`src/rtl/pwm_pkg.sv`:
```
// pwm_pkg: state encoding shared by the dead-time stage and its bench.
package pwm_pkg;
    localparam logic [2:0] ST_IDLE       = 3'd0;
    localparam logic [2:0] ST_DEAD_TO_HI = 3'd1;
    localparam logic [2:0] ST_HI_ON      = 3'd2;
    localparam logic [2:0] ST_DEAD_TO_LO = 3'd3;
    localparam logic [2:0] ST_LO_ON      = 3'd4;
    localparam logic [2:0] ST_FAULT      = 3'd5;
endpackage

```
`src/rtl/pwm_tiempo_muerto.sv`:
```
// pwm_tiempo_muerto: complementary half-bridge drive with dead time, enable,
// latched fault shutdown and a count of high-side turn-ons.
module pwm_tiempo_muerto
    import pwm_pkg::*;
#(
    parameter int DT    = 4,
    parameter int DT_W  = 4,
    parameter int CNT_W = 16
) (
    input  logic             clk,
    input  logic             reset,
    input  logic             pwm_in,
    input  logic             enable,
    input  logic             fault_in,
    input  logic             fault_clear,
    output logic             out_hi,
    output logic             out_lo,
    output logic             fault_latched,
    output logic [2:0]       estado,
    output logic [CNT_W-1:0] sw_count
);
    localparam logic [DT_W-1:0] DT_LOAD = DT_W'(DT - 1);

    if (DT < 1 || DT > (2**DT_W) - 1) begin : g_dt_check
        $error("pwm_tiempo_muerto: DT out of range 1..2**DT_W-1");
    end

    logic             r_p_q;
    logic [2:0]       r_state;
    logic [DT_W-1:0]  r_cnt;
    logic             r_from_on;
    logic [CNT_W-1:0] r_sw;
    logic [2:0]       w_next;
    logic [DT_W-1:0]  w_cnt_next;
    logic             w_from_on_next;

    always_ff @(posedge clk) begin
        if (reset) begin
            r_p_q     <= 1'b0;
            r_state   <= ST_IDLE;
            r_cnt     <= '0;
            r_from_on <= 1'b0;
            r_sw      <= '0;
        end else begin
            r_p_q     <= pwm_in;
            r_state   <= w_next;
            r_cnt     <= w_cnt_next;
            r_from_on <= w_from_on_next;
            if (w_next == ST_HI_ON && r_state != ST_HI_ON)
                r_sw <= r_sw + 1'b1;
        end
    end

    // r_from_on marks a dead interval that left a conducting leg, which may be
    // abandoned early because the opposite leg never turned on.
    always_comb begin
        w_next         = r_state;
        w_cnt_next     = r_cnt;
        w_from_on_next = r_from_on;
        if (fault_in)
            w_next = ST_FAULT;
        else if (r_state == ST_FAULT)
            w_next = fault_clear ? ST_IDLE : ST_FAULT;
        else if (!enable)
            w_next = ST_IDLE;
        else begin
            case (r_state)
                ST_IDLE: begin
                    w_next         = r_p_q ? ST_DEAD_TO_HI : ST_DEAD_TO_LO;
                    w_cnt_next     = DT_LOAD;
                    w_from_on_next = 1'b0;
                end
                ST_DEAD_TO_HI: begin
                    if (!r_p_q && r_from_on)
                        w_next = ST_LO_ON;
                    else if (r_cnt != '0)
                        w_cnt_next = r_cnt - 1'b1;
                    else if (r_p_q)
                        w_next = ST_HI_ON;
                    else begin
                        w_next         = ST_DEAD_TO_LO;
                        w_cnt_next     = DT_LOAD;
                        w_from_on_next = 1'b0;
                    end
                end
                ST_DEAD_TO_LO: begin
                    if (r_p_q && r_from_on)
                        w_next = ST_HI_ON;
                    else if (r_cnt != '0)
                        w_cnt_next = r_cnt - 1'b1;
                    else if (!r_p_q)
                        w_next = ST_LO_ON;
                    else begin
                        w_next         = ST_DEAD_TO_HI;
                        w_cnt_next     = DT_LOAD;
                        w_from_on_next = 1'b0;
                    end
                end
                ST_HI_ON: begin
                    if (!r_p_q) begin
                        w_next         = ST_DEAD_TO_LO;
                        w_cnt_next     = DT_LOAD;
                        w_from_on_next = 1'b1;
                    end
                end
                ST_LO_ON: begin
                    if (r_p_q) begin
                        w_next         = ST_DEAD_TO_HI;
                        w_cnt_next     = DT_LOAD;
                        w_from_on_next = 1'b1;
                    end
                end
                default: w_next = ST_IDLE;
            endcase
        end
    end

    always_comb begin
        out_hi        = (r_state == ST_HI_ON);
        out_lo        = (r_state == ST_LO_ON);
        fault_latched = (r_state == ST_FAULT);
        estado        = r_state;
        sw_count      = r_sw;
    end
endmodule

```
`config.mk`:
```
export PLATFORM = sky130hd
export DESIGN_NAME = pwm_tiempo_muerto
export DESIGN_NICKNAME = d
export VERILOG_FILES = /design/src/rtl/pwm_pkg.sv /design/src/rtl/pwm_tiempo_muerto.sv
export SDC_FILE = /design/constraint.sdc
export NUM_CORES = 1
export LEC_CHECK = 0
export CORE_MARGIN = 2
export CORE_UTILIZATION = 35
export DETAILED_ROUTE_END_ITERATION = 12
export GPL_TIMING_DRIVEN = 0
export PLACE_DENSITY = 0.54
export SLEW_MARGIN = 20
export SYNTH_ARGS = -nofsm -noshare
export SYNTH_HDL_FRONTEND = slang
export SYNTH_SLANG_ARGS = --single-unit
```
`constraint.sdc`:
```
create_clock -name clk -period 4.6 [get_ports clk]
set_clock_uncertainty 0.1 [all_clocks]
set_input_delay 0.92 -clock clk [delete_from_list [all_inputs] [get_ports clk]]
set_output_delay 0.92 -clock clk [all_outputs]
set_load 0.01 [all_outputs]
```
==> out/metrics.cfg <==
[setup_path]
path_cells=buf_2 -> nor3b_1 -> clkdlybuf4s50_1
crit_slowest_cell=clkdlybuf4s50_1
cp_num_buf_inv=2
startpoint_type=register
cp_data_required_time_ps=3580
path_class=reg -> out
cp-end-kind=output port
cp_slowest_stage_delay_ps=610
crit_family=buffers and inverters
cp_max_fo=10
cp.arrival_ps=2010

[clock_network]
cts_made_buffers=3
clk_latency_ps=280
postCtsSetupBuffers=0
clk_path_buf_depth=2
cts_tree=built
ctsHoldBuffers=0
htreeDepth=1
clk_pin_slew_ps=100
root_buffer=clkbuf_8
post_cts_resized=0
clock-sinks=25

[detailed_routing]
antenna_left=0
first_iter_violations=108
drc_errors=0
num_vias=1622
drt-total-wl_mm=4.349
post_drt_wl_per_cell_um=15.48
vias_per_cell=5.772
dr.pass1.iters=4

[sta]
slew_viol_final=0
setup_tns_ps=0
timing.fmax_mhz=330.0
post-route-min-period_ps=3030
worstMarginPinSlew_ps=620.3
setup_viol=0
post-route-period-util=0.6588
max_slew_margin=0.5865
finalHoldViolCount=0
rsz0062_at_grt=no

[synthesis]
ys_seq_area_frac=0.3094
synth.avg_cell_area_um2=8.171
synth_async_sr_flop_share=0
synthCells=198
yosys.area.top_type=dfxtp_1
synth.net_count=207
yosys_register_bits=25
synth_edf_count=0
synth_top_area_frac=0.3094
ys.flop_type=dfxtp_1
synth_area_leaders=dfxtp_1, a21oi_1, o31ai_1
yosysUniqueCellTypes=48
synth-warning-count=0
syn_area_um2=1618

[placed_design]
place_congestion=0.8041
dp_cells=277
io_buffers=27
post_dp_cell_area_um2=1953
hpwl_mm=3.158

[floorplanning]
die-area_um2=5182
start_util=0.3665
io_pins=28
rows=24
die_w_um=71.99
dieHeight_um=71.99
design.core.area_um2=4414

[finish]
design_area_um2=2002
drive_gt1_frac=0.08297
syn2layout_area_growth_pct=23.74
fin_util=0.4535
nNetsFinal=239
fill_cells=447
diodes=0
final_cell_count_no_fill=281

[grt]
track_usage=0.1767
grt_pass1_wl_mm=7.355
grt_pass1_vias=1543
antenna_found_initial=0
grt.met2_usage=0.2870
grt_start_max_net_pins=16
grt-busiest-layer=met2
use_met3=0.03056
grt_overflow=0
gr-usage-met1=0.2457

[flow_run]
maxCapViolCount=0

[min_path]
hold_class=reg -> reg

[power_and_ir_drop]
p_per_area_nw_per_um2=234.9
leakagePower_nw=0.6649
vdd_ir_drop_max_mv=0.1085

[run_status]
status=completed

==> area by class of cell <==
| type | instances | area [um^2] | area share |
|---|---|---|---|
| clock inverter | 1 | 7.507 | 0.003750 |
| tap | 52 | 65.06 | 0.03250 |
| inverter | 6 | 22.52 | 0.01125 |
| clock buffer | 3 | 41.29 | 0.02063 |
| sequential | 25 | 500.5 | 0.2500 |
| timing repair buffer | 27 | 270.3 | 0.1350 |
| buffer | 12 | 65.06 | 0.03250 |
| multi-input combinational | 155 | 1030 | 0.5144 |
==> worst register-to-register path: stages (launching register included) <==
cell	delay [ps]
dfxtp_1	370
inv_1	80
ha_1	220
nand4bb_1	150
mux2i_1	130
a2111oi_4	660
buf_6	230
nor3_1	70
mux2_1	320
==> routing by layer <==
| layer | part of all wire | wire length (um) | vias up |
|---|---|---|---|
| met5 | 0 | 0 | - |
| met4 | 0.0062 | 27 | 0 |
| met3 | 0.044 | 191 | 2 |
| met2 | 0.47 | 2031 | 54 |
| met1 | 0.48 | 2099 | 764 |
| li1 | - | - | 802 |
==> cell usage in the layout (no fill, tap or decap), drive strengths merged, types with 8 or more instances in the layout <==
cell type and instances:
nor2b 11, dfxtp 25, a21oi 19, o31ai 11, nand2 10, nand2b 9, nand3 12, or4 9
clkdlybuf4s50 27, buf 8, nor2 15
==> through the flow <==
step	worst slack [ps]	hold WS, ps	total power [mW]
after global routing	1484	437.8	0.4964
after global placement	1527	381.5	0.3339
after floorplan	2394	357.0	0.3033
after detailed placement	1465	383.5	0.3360
after CTS	1573	400.6	0.4765
final	1570	397.5	0.4703
==> logic make-up after synthesis <==
family | synth area share
AND/OR/NAND/NOR | 0.3333
XOR/XNOR | 0.005415
AO/OA/AOI/OAI | 0.2274
multiplexers | 0.04718
flip-flops | 0.3094
buffers and inverters | 0.05414
adder cells (fa/ha/maj) | 0.02320
==> Yosys cell counts (3+ instances only) <==
master    instances
nor2b_1          11
mux2_1            5
nor3_1            7
dfxtp_1          25
nand3_1          11
o21ai_0           5
nand2b_1          9
nand4_1           4
a21o_1            3
or4_1             9
inv_1             6
buf_2             4
ha_1              3
nand2_1          10
clkbuf_1          4
nor2_1           14
a21oi_1          19
o31ai_1          11
==> state kept, by name, summed over array words and instances, names as in the netlist <==
name and cells:
sw_count 16, r_cnt 4, estado 3, r_from_on 1
r_p_q 1
==> power by group <==
part	switching (mW)	leakage (nW)	internal, mW	total [mW]
combinational	0.0603	0.440	0.0417	0.102
sequential	0.00762	0.203	0.222	0.229
clock	0.0775	0.0217	0.0616	0.139
total	0.145	0.665	0.325	0.470
==> worst paths after layout <==
path	end	slack, ps	from	cells past startpoint
setup reg to reg	sw_count[8]	2150	r_cnt[0]	8
setup / recovery	out_hi	1570	estado[1]	3
hold reg to reg	sw_count[15]	400	sw_count[15]	2
hold / removal	sw_count[15]	400	sw_count[15]	2
Power figures use the tool's default switching activity.
